<file path="src/rtl/cfg_loader_pkg.sv">
// cfg_loader shared constants: header field layout, FSM encodings,
// default tile ID width and a payload word-count helper.
package cfg_loader_pkg;

    localparam int CFG_ID_WIDTH      = 8;
    localparam int CFG_HDR_NBITS_LSB = 0;
    localparam int CFG_HDR_NBITS_W   = 16;
    localparam int CFG_HDR_ID_LSB    = 16;

    localparam logic [2:0] CFGL_IDLE  = 3'd0;
    localparam logic [2:0] CFGL_START = 3'd1;
    localparam logic [2:0] CFGL_ID    = 3'd2;
    localparam logic [2:0] CFGL_DATA  = 3'd3;
    localparam logic [2:0] CFGL_DONE  = 3'd4;

    // Payload words following a header: ceil(nbits / w).
    function automatic logic [15:0] cfg_words(
        input logic [15:0] nbits,
        input int unsigned w
    );
        int unsigned t;
        t = (32'(nbits) + w - 1) / w;
        return t[15:0];
    endfunction

endpackage

</file>
<file path="src/rtl/cfg_serializer.sv">
// cfg_serializer: WORD_W parallel-in/serial-out shifter with a one-entry
// hold register. Ports: load/load_word (accept word into hold), pop
// (take next bit, LSB first), flush (drop buffered data), bit_val (bit
// produced by pop), empty (shifter and hold both empty), hold_empty_nxt
// (hold register state after this edge, lets the FSM register word_ready).
module cfg_serializer #(
    parameter int WORD_W = 32
) (
    input  logic              clk,
    input  logic              crst_n,
    input  logic              flush,
    input  logic              load,
    input  logic [WORD_W-1:0] load_word,
    input  logic              pop,
    output logic              bit_val,
    output logic              empty,
    output logic              hold_empty_nxt
);

    localparam int CW = $clog2(WORD_W + 1);

    logic [WORD_W-1:0] sh, sh_d, hold, hold_d;
    logic [CW-1:0]     cnt, cnt_d;
    logic              hvld, hvld_d;

    assign empty = (cnt == '0) && !hvld;

    always_comb begin
        sh_d    = sh;
        cnt_d   = cnt;
        hold_d  = hold;
        hvld_d  = hvld;
        bit_val = 1'b0;
        if (flush) begin
            cnt_d  = '0;
            hvld_d = 1'b0;
        end else begin
            if (pop && (cnt != '0)) begin
                bit_val = sh[0];
                // Reload on the last bit so a full hold gives no gap.
                if ((cnt == CW'(1)) && hvld) begin
                    sh_d   = hold;
                    cnt_d  = CW'(WORD_W);
                    hvld_d = 1'b0;
                end else begin
                    sh_d  = sh >> 1;
                    cnt_d = cnt - CW'(1);
                end
            end else if ((cnt == '0) && hvld) begin
                // After a stall the first bit comes straight from hold.
                if (pop) begin
                    bit_val = hold[0];
                    sh_d    = hold >> 1;
                    cnt_d   = CW'(WORD_W - 1);
                end else begin
                    sh_d  = hold;
                    cnt_d = CW'(WORD_W);
                end
                hvld_d = 1'b0;
            end
            if (load) begin
                hold_d = load_word;
                hvld_d = 1'b1;
            end
        end
    end

    assign hold_empty_nxt = !hvld_d;

    always_ff @(posedge clk or negedge crst_n) begin
        if (!crst_n) begin
            sh   <= '0;
            cnt  <= '0;
            hold <= '0;
            hvld <= 1'b0;
        end else begin
            sh   <= sh_d;
            cnt  <= cnt_d;
            hold <= hold_d;
            hvld <= hvld_d;
        end
    end

endmodule

</file>
<file path="src/rtl/cfg_loader.sv">
// cfg_loader: accepts header+payload words over valid/ready and emits
// framed start/ID/payload serial traffic to the configuration chain.
// Ports: word_in/word_valid/word_ready host side; cfg_out_start,
// cfg_bit_out, cfg_bit_out_valid chain side; cfg_bit_in(_valid) chain
// tail; rd_word/rd_valid/rd_ovf readback; busy, cfg_done status.
// Optional readback collector enabled by CFG_LOADER_READBACK_EN.
module cfg_loader
    import cfg_loader_pkg::*;
#(
    parameter int WORD_W   = 32,
    parameter int ID_WIDTH = CFG_ID_WIDTH
) (
    input  logic              clk,
    input  logic              crst_n,
    input  logic [WORD_W-1:0] word_in,
    input  logic              word_valid,
    output logic              word_ready,
    output logic              cfg_out_start,
    output logic              cfg_bit_out,
    output logic              cfg_bit_out_valid,
    input  logic              cfg_bit_in,
    input  logic              cfg_bit_in_valid,
    output logic [WORD_W-1:0] rd_word,
    output logic              rd_valid,
    output logic              rd_ovf,
    output logic              busy,
    output logic              cfg_done
);

    localparam int IW = $clog2(ID_WIDTH + 1);

    logic [2:0]          state, state_d;
    logic [ID_WIDTH-1:0] id_q, id_d;
    logic [IW-1:0]       idx, idx_d;
    logic [15:0]         bits_left, bits_d;
    logic [15:0]         words_left, words_d;
    logic                start_d, bit_d, vld_d, done_d, ready_d;
    logic                hs, pop, ser_load, ser_flush;
    logic                ser_bit, ser_empty, hold_empty_nxt;
    logic [15:0]         hdr_nbits;

    assign hs        = word_valid && word_ready;
    assign ser_load  = hs && (state != CFGL_IDLE);
    assign ser_flush = (state == CFGL_IDLE) || (state == CFGL_DONE);
    assign pop       = ((state == CFGL_ID) && (idx == '0)) ||
                       ((state == CFGL_DATA) && (bits_left != '0));
    assign hdr_nbits = word_in[CFG_HDR_NBITS_LSB +: CFG_HDR_NBITS_W];

    cfg_serializer #(.WORD_W(WORD_W)) u_ser (
        .clk            (clk),
        .crst_n         (crst_n),
        .flush          (ser_flush),
        .load           (ser_load),
        .load_word      (word_in),
        .pop            (pop),
        .bit_val        (ser_bit),
        .empty          (ser_empty),
        .hold_empty_nxt (hold_empty_nxt)
    );

    // Next-cycle values; every output below is loaded from these.
    always_comb begin
        state_d = state;
        id_d    = id_q;
        idx_d   = idx;
        bits_d  = bits_left;
        words_d = words_left;
        start_d = 1'b0;
        bit_d   = 1'b0;
        vld_d   = 1'b0;
        done_d  = 1'b0;
        if (ser_load) begin
            words_d = words_left - 16'd1;
        end
        unique case (state)
            CFGL_IDLE: begin
                if (hs) begin
                    id_d    = word_in[CFG_HDR_ID_LSB +: ID_WIDTH];
                    bits_d  = hdr_nbits;
                    words_d = cfg_words(hdr_nbits, WORD_W);
                    if (hdr_nbits == '0) begin
                        state_d = CFGL_DONE;
                        done_d  = 1'b1;
                    end else begin
                        state_d = CFGL_START;
                        start_d = 1'b1;
                    end
                end
            end
            CFGL_START: begin
                state_d = CFGL_ID;
                idx_d   = IW'(ID_WIDTH - 1);
                bit_d   = id_q[ID_WIDTH-1];
                vld_d   = 1'b1;
            end
            CFGL_ID: begin
                if (idx == '0) begin
                    state_d = CFGL_DATA;
                end else begin
                    idx_d = idx - IW'(1);
                    bit_d = id_q[idx - IW'(1)];
                    vld_d = 1'b1;
                end
            end
            CFGL_DATA: begin
                if (bits_left == '0) begin
                    state_d = CFGL_DONE;
                    done_d  = 1'b1;
                end
            end
            CFGL_DONE: begin
                state_d = CFGL_IDLE;
            end
            default: begin
                state_d = CFGL_IDLE;
            end
        endcase
        // Payload bit; an empty serializer leaves valid low (stall).
        if (pop && !ser_empty) begin
            bit_d  = ser_bit;
            vld_d  = 1'b1;
            bits_d = bits_left - 16'd1;
        end
    end

    assign ready_d = (state_d == CFGL_IDLE) ||
                     ((state_d != CFGL_DONE) && hold_empty_nxt &&
                      (words_d != '0));

    always_ff @(posedge clk or negedge crst_n) begin
        if (!crst_n) begin
            state             <= CFGL_IDLE;
            id_q              <= '0;
            idx               <= '0;
            bits_left         <= '0;
            words_left        <= '0;
            word_ready        <= 1'b1;
            cfg_out_start     <= 1'b0;
            cfg_bit_out       <= 1'b0;
            cfg_bit_out_valid <= 1'b0;
            cfg_done          <= 1'b0;
            busy              <= 1'b0;
        end else begin
            state             <= state_d;
            id_q              <= id_d;
            idx               <= idx_d;
            bits_left         <= bits_d;
            words_left        <= words_d;
            word_ready        <= ready_d;
            cfg_out_start     <= start_d;
            cfg_bit_out       <= bit_d;
            cfg_bit_out_valid <= vld_d;
            cfg_done          <= done_d;
            busy              <= (state_d != CFGL_IDLE);
        end
    end

`ifdef CFG_LOADER_READBACK_EN
    localparam int RBW = $clog2(WORD_W);

    logic [WORD_W-2:0] rb_acc;
    logic [RBW-1:0]    rb_cnt;

    always_ff @(posedge clk or negedge crst_n) begin
        if (!crst_n) begin
            rb_acc   <= '0;
            rb_cnt   <= '0;
            rd_word  <= '0;
            rd_valid <= 1'b0;
            rd_ovf   <= 1'b0;
        end else begin
            rd_valid <= 1'b0;
            if (cfg_out_start) begin
                rb_cnt <= '0;
            end else if (cfg_bit_in_valid) begin
                if (rb_cnt == RBW'(WORD_W - 1)) begin
                    rd_word  <= {cfg_bit_in, rb_acc};
                    rd_valid <= 1'b1;
                    rb_cnt   <= '0;
                    if (rd_valid) begin
                        rd_ovf <= 1'b1;
                    end
                end else begin
                    rb_acc[rb_cnt] <= cfg_bit_in;
                    rb_cnt         <= rb_cnt + RBW'(1);
                end
            end
        end
    end
`else
    logic unused_rb;

    assign unused_rb = cfg_bit_in ^ cfg_bit_in_valid;
    assign rd_word   = '0;
    assign rd_valid  = 1'b0;
    assign rd_ovf    = 1'b0;
`endif

endmodule

</file>
<file path="config.mk">
export PLATFORM = sky130hd
export DESIGN_NAME = cfg_loader
export DESIGN_NICKNAME = d
export VERILOG_FILES = /design/src/rtl/cfg_loader_pkg.sv /design/src/rtl/cfg_serializer.sv /design/src/rtl/cfg_loader.sv
export SDC_FILE = /design/constraint.sdc
export NUM_CORES = 1
export LEC_CHECK = 0
export CORE_MARGIN = 2
export CORE_UTILIZATION = 58
export CTS_CLUSTER_SIZE = 10
export DETAILED_ROUTE_END_ITERATION = 16
export GPL_TIMING_DRIVEN = 0
export PLACE_DENSITY = 0.81
export SYNTH_ARGS = -nofsm -noshare
export SYNTH_HDL_FRONTEND = slang
export SYNTH_HIERARCHICAL = 1
export SYNTH_SLANG_ARGS = --single-unit
</file>
<file path="constraint.sdc">
create_clock -name clk -period 3.7 [get_ports clk]
set_clock_uncertainty 0.15 [all_clocks]
set_input_delay 0.555 -clock clk [delete_from_list [all_inputs] [get_ports clk]]
set_output_delay 0.555 -clock clk [all_outputs]
set_load 0.01 [all_outputs]
</file>
==> metrics.md, run 1 <==
| Metric | Value |
|---|---|
| Final min period | 3441 ps |
| Iter 0 DRT Violations | 629 |
| Core box area | 0.01309 mm2 |
| Avg WL per Cell | 17.40 um |
| Cell Area, Synth | 0.007682 mm2 |
| Seq cells post-synth | 124 |
| R2r worst-path depth | 9 |
| Tcrit/Tclk final | 93.00% |
| Yosys cell types | 68 |
| Synth Area in Compound Gates | 20.96% |
| Worst path arrival time | 3580 ps |
| Max-Cap Viols | 0 |
| TNS Setup | 0 ps |
| Row count | 42 |
| CP endpoint | u_ser/sh[1] |
| Mux cell area share after synthesis | 6.221% |
| Die Width | 119.1 um |
| DRC viols | 0 |
| CP Cell Sequence | or4_4 > or3_4 > o41a_1 > nor2_1 > nor2_2 > a21boi_0 > o21ai_2 > clkbuf_4 > a32oi_2 |
| Final hold violations | 0 |
| Asr flop ratio synth | 100.0% |
| Crit end category | flip-flop |
| Die area | 0.01418 mm2 |
| Global-route wire length before repair | 32,010 um |
| Die Y | 119.1 um |
| CTS tree | done |
| I/O Buffers | 40 |
| Worst setup margin | 259.0 ps |
| Clock root buffer | clkbuf_16 |
| Vias | 6,591 |
| Clock latency on the worst-skew pair | 420 ps |
| Critical path class | flip-flop to flip-flop |
| CP peak stage delay | 570 ps |
| Final ANT Viol Nets | 0 |
| Worst-path fanout max | 10 |
| Synth-to-layout area growth | 19.17% |
| Post-Layout Inst Area | 0.009155 mm2 |
| # fillers | 982 |
| Antenna diodes | 0 |
| R2r startpoint | bits_left[9] |
| Pwr dens | 785.8 mW/mm2 |
| R2R Path End | u_ser/sh[1] |
| GP Congestion | 0.8952 |
| Simple-Gate Fraction of Synth Area | 19.95% |
| Initial antenna violation count | 0 |
| Drt pass-1 iters | 5 |
| CTS max path bufs | 2 |
| Max VDD drop | 507.5 uV |
| H-tree levels | 4 |
| GRT Overall Usage | 28.25% |
| Fmax | 290.6 MHz |
| Hold/Removal Path Class | flip-flop to flip-flop |
| Placed cell areas | 0.008456 mm2 |
| CTS sink cnt | 124 |
| Sequential cell area fraction in the yosys report | 40.41% |
| Crit path launch type | flip-flop |
| Post-synthesis adder-cell area fraction | 0.9772% |
| Via-to-Cell Ratio | 6.003 |
| Max Slew Vio Count | 0 |
| Unrepaired setup endpoints after global routing | no |
| Finished Layout Cells | 1,098 |
| Final net count | 952 |
| Final setup fails | 0 |
| Crit path from | bits_left[9] |
| Reg2Reg Setup Slack | 260 ps |
| Yosys warnings | 6 |
| Largest net degree at the start of global routing | 83 |
| Number of synthesized flops with an enable pin | 0 |
| Worst Max-Slew Pin Slew | 902.3 ps |
| Primary FF master, synth | dfrtp_1 |
| Cells after DPL | 1,064 |
| Synth Area per Inst | 9.438 um2 |
| XOR/XNOR share of the synthesized area | 2.052% |
| Leak pwr | 3.837 nW |
| Crit-path slowest cell | or4_4 |
| Initial Utilization | 58.71% |
| Fin util | 69.97% |
| Main combinational cell family by area after synthesis | compound AO/OA/AOI/OAI gates |
| Vias in the first global route | 6,361 |
| Slew margin rel. | 39.38% |
| Worst path required time | 3840 ps |
| Dpl ws | -9.565 ps |
| Clk slew on worst S/H paths | 60 ps |
| CTS Buf Count | 17 |
| Top Ports | 77 |
| Most frequent cells in the layout | 123 x dfrtp_1, 77 x nand3_1, 56 x nand2_1, 55 x a21oi_1, 53 x inv_1 |
| Total gr overflow | 0 |
| Gate Count Post-Synth | 814 |
| Most common cell after layout, fill and taps aside | dfrtp_1 |
| Status | completed |
| Final wirelength | 19,100 um |
| Share of cells above drive strength 1 | 19.41% |
| Post-DP HPWL | 13,110 um |
[how the worst min path moves through the flow]
stage | from | to | slack (ps) | cells after the start
floorplan | crst_n | bits_left[0] | 110 | 0
global placement | id_q[5] | id_q[5] | 310 | 2
detailed placement | id_q[4] | id_q[4] | 310 | 2
CTS | id_q[4] | id_q[4] | 330 | 2
global route | id_q[4] | id_q[4] | 360 | 2
finish | id_q[1] | id_q[1] | 330 | 2
[per-layer routing]
metal | up-vias | routed length [um] | track usage [%]
li1 | 3089 | - | -
met1 | 3172 | 8298 | 38.36
met2 | 287 | 9015 | 43.28
met3 | 43 | 1317 | 5.939
met4 | 0 | 469 | 13.62
met5 | - | 0 | 0
[worst max-delay path, delay by kind of cell (launching register included)]
kind                   cells  cell delay [ps]
flip-flops                 1              430
AO/OA/AOI/OAI              4             1120
AND/OR/NAND/NOR            4             1270
buffers and inverters      1              320
[per-stage QoR]
step | power [mW] | hold slack (ps)
after floorplan | 4.584 | 109.4
after global placement | 5.165 | 305.4
after detailed placement | 5.276 | 313.3
after CTS | 7.164 | 327.3
after global routing | 7.661 | 357.9
final | 7.194 | 326.1
[flip-flops by register name, indices dropped and copies added (netlist names)]
name               cells
idx                    4
cfg_out_start          1
bits_left             16
u_ser/cnt              6
busy                   1
state                  3
u_ser/hold            32
u_ser/sh              32
id_q                   8
word_ready             1
words_left            16
cfg_bit_out_valid      1
u_ser/hvld             1
cfg_bit_out            1
cfg_done               1
[power breakdown]
group          total (mW)  switching [mW]  internal, mW  leakage [nW]
clock                1.84           0.626          1.21         0.312
sequential           2.48           0.521          1.96          1.47
combinational        2.87            1.49          1.38          2.06
total                7.19            2.64          4.56          3.84
[logic make-up (layout without fill, tap and decap cells)]
kind of cell             Yosys count  count (layout)
flip-flops                       124             124
XOR/XNOR                          18              18
other                              1              34
AO/OA/AOI/OAI                    193             193
buffers and inverters            143             218
adder cells (fa/ha/maj)            6               6
AND/OR/NAND/NOR                  288             288
multiplexers                      41              41
[cell usage after synthesis, drive strengths merged, types with 31 or more instances]
master | number | area share, %
nand2b | 37 | 3.0
nor2 | 37 | 1.8
clkbuf | 35 | 1.7
dfrtp | 123 | 40
buf | 55 | 5.1
a32oi | 31 | 6.5
nand2 | 56 | 2.7
o2bb2ai | 31 | 3.5
mux2 | 34 | 5.0
inv | 53 | 2.6
nand3 | 77 | 5.0
a21oi | 58 | 3.9
[layout make-up]
cell class	count	area (um2)	area share [%]
multi-input cells	580	3991	43.60
flip-flops and latches	124	3104	33.91
plain buffers	89	529.3	5.781
repair buffers	44	454.2	4.961
clock buffers	18	439.2	4.797
well taps	176	220.2	2.405
clock inverters	14	217.7	2.378
inverters	53	198.9	2.173
[timing repair]
item                                   in CTS  in global routing
cloned                                      0                  0
gates resized for setup                     1                 13
pin swaps                                   0                  1
hold buffers                                1                  0
setup endpoints to repair                  30                 31
setup buffers                               0                  2
endpoints found under the hold margin      41                  0
Note: power is estimated with default switching activity, not from simulation.
==> inputs of run 2 (changes only) <==
CORE_MARGIN = default   (was 2)
==> run 2 against run 1 <==
Wire length down 1.7%. Highest routed layer unchanged. Clock-buffer cell count is 6 higher. Critical path type unchanged. Global-route usage grew 1.4 points. Combinational power about the same.
==> metrics.md, run 2 (synthesis gave the netlist of run 1 again) <==
| Metric | Value |
|---|---|
| Status | completed |
| GRT Overall Usage | 29.69% |
| Final setup fails | 0 |
| Iter 0 DRT Violations | 722 |
| Worst-path fanout max | 10 |
| Core box area | 0.01277 mm2 |
| CP dominant cell by count | nor2_1 |
| Crit path launch type | flip-flop |
| Seq pwr share | 34.5% |
| Hold path startpoint | id_q[4] |
| Tcrit/Tclk final | 94.49% |
| Final wirelength | 18,770 um |
| Post-DP HPWL | 13,160 um |
| Initial antenna violation count | 0 |
| Most frequent cells in the layout | 123 x dfrtp_1, 77 x nand3_1, 56 x nand2_1, 56 x a21oi_1, 53 x inv_1 |
| Crit-path slowest cell | or4_4 |
| Drt pass-1 iters | 5 |
| Cells after DPL | 1,060 |
| Initial Utilization | 60.14% |
| Net switching fraction of the power | 36.12% |
| Row count | 41 |
| Synth-to-layout area growth | 18.96% |
| Finished Layout Cells | 1,094 |
| Largest regs | u_ser/hold: 32 flops, u_ser/sh: 32 flops |
| CP peak stage delay | 570 ps |
| Top Ports | 77 |
| R2r startpoint | bits_left[9] |
| I/O Buffers | 40 |
| Fmax | 286.0 MHz |
| CP bufs+invs | 1 |
| Leak pwr | 3.844 nW |
| Die area | 0.01371 mm2 |
| Avg WL per Cell | 17.16 um |
| Internal power | 4.590 mW |
| Critical path class | flip-flop to flip-flop |
| Sw Pwr | 2.596 mW |
| Via-to-Cell Ratio | 6.033 |
| CTS Buf Count | 17 |
| Share of cells above drive strength 1 | 18.76% |
| CP endpoint | u_ser/sh[1] |
| Total gr overflow | 0 |
| CTS tree | done |
| Clk slew on worst S/H paths | 50 ps |
| Pwr dens | 786.4 mW/mm2 |
| CP Cell Sequence | or4_4 > or3_4 > o41a_1 > nor2_1 > nor2_1 > a21boi_0 > o21ai_2 > clkbuf_4 > a32oi_2 |
| Most common cell after layout, fill and taps aside | dfrtp_1 |
| Vias | 6,600 |
| Max-Cap Viols | 0 |
| Slew margin rel. | 40.98% |
| R2r worst-path depth | 9 |
| CTS max path bufs | 2 |
| Cell depth of the worst setup path | 9 |
| GP Congestion | 0.8759 |
| DRC viols | 0 |
| Worst path arrival time | 3630 ps |
| Vias in the first global route | 6,139 |
| CTS sink cnt | 124 |
| Logic pwr share | 40.1% |
| Power, Total | 7.186 mW |
| Clock latency on the worst-skew pair | 420 ps |
| Final min period | 3496 ps |
| Crit path from | bits_left[9] |
| Max VDD drop | 501.0 uV |
| Max Slew Vio Count | 0 |
| Worst Max-Slew Pin Slew | 878.5 ps |
| Global-route wire length before repair | 30,930 um |
| R2R Path End | u_ser/sh[1] |
| H-tree levels | 4 |
| Worst path required time | 3830 ps |
| Antenna diodes | 0 |
| Top Family by Delay on Critical Path | simple AND/OR/NAND/NOR gates |
| Final net count | 953 |
| # fillers | 963 |
| Hold/Removal Path Class | flip-flop to flip-flop |
| Die Width | 117.1 um |
| Clock root buffer | clkbuf_16 |
| Clock share of power | 25.4% |
| Die Y | 117.1 um |
| Reg2Reg Setup Slack | 200 ps |
| Final hold violations | 0 |
| Unrepaired setup endpoints after global routing | no |
| Crit end category | flip-flop |
| Final ANT Viol Nets | 0 |
| Largest net degree at the start of global routing | 74 |
## run 2: cell types whose count changed in the layout (fill, tap and decap cells not counted)
cell / change
a21oi_1: +1
a21oi_2: -1
buf_2: -1
buf_4: +1
clkbuf_1: +4
clkbuf_4: +1
clkbuf_8: +2
clkinv_4: -3
clkinvlp_4: -3
inv_6: -1
nor2_1: +1
nor2_2: -1
## run 2: final cells by class
| cell class | instances | area, um2 | area share (%) |
|---|---|---|---|
| Clock inverter | 7 | 160.2 | 1.752 |
| Timing Repair Buffer | 45 | 461.7 | 5.052 |
| Inverter | 53 | 198.9 | 2.177 |
| Clock buffer | 24 | 481.7 | 5.271 |
| Tap cell | 172 | 215.2 | 2.355 |
| Multi-Input combinational cell | 580 | 3985 | 43.61 |
| Sequential cell | 124 | 3104 | 33.97 |
| Buffer | 89 | 531.8 | 5.819 |
## run 2: metrics by stage
stage                     TNS [ps]  setup WS, ps  area, um2  utilization, %  hold slack, ps
final                            0         203.9       9139           71.54           322.8
after detailed placement    -16.77        -9.093       8451           66.16           310.6
after floorplan                  0         492.5       7806               -           109.4
after global routing             0         61.19       9139           71.54           337.9
after global placement     -358150         -2911       8422           65.93           305.8
after CTS                        0         32.72       9106           71.29           324.4
## run 2: what timing repair did
item | 4_1_cts | 5_1_grt
hold buffers | 1 | 0
buffers inserted | 0 | 3
gates resized for setup | 1 | 12
endpoints found under the hold margin | 50 | 0
setup endpoints to repair | 30 | 30
pin swaps | 0 | 1
## run 2: worst min-delay path by stage
stage	endpoint	slack, ps	cells after the start
2_1_floorplan	bits_left[0]	110	0
3_3_place_gp	id_q[5]	310	2
3_5_place_dp	id_q[4]	310	2
4_1_cts	id_q[4]	320	2
5_1_grt	id_q[4]	340	2
6_report	id_q[4]	320	2
## run 2: tightest hold or removal path: stages (launching register included)
cell and delay [ps]:
dfrtp_1 330, nand2_1 50, nand2_1 50
## run 2: power by group through the flow
stage                     logic, mW  clock network (mW)  registers, mW
after floorplan                2.26                   0           2.33
after global placement         2.71                   0           2.46
after detailed placement       2.81                   0           2.47
after CTS                      2.84                1.84           2.47
after global routing           3.16                1.91           2.56
final                          2.88                1.82           2.48
## run 2: metal layers
metal,GRT usage [%],part of all wire (%)
met4,10.21,1.8
met5,0,0
met2,47.10,48
met3,5.819,6.7
met1,40.95,44
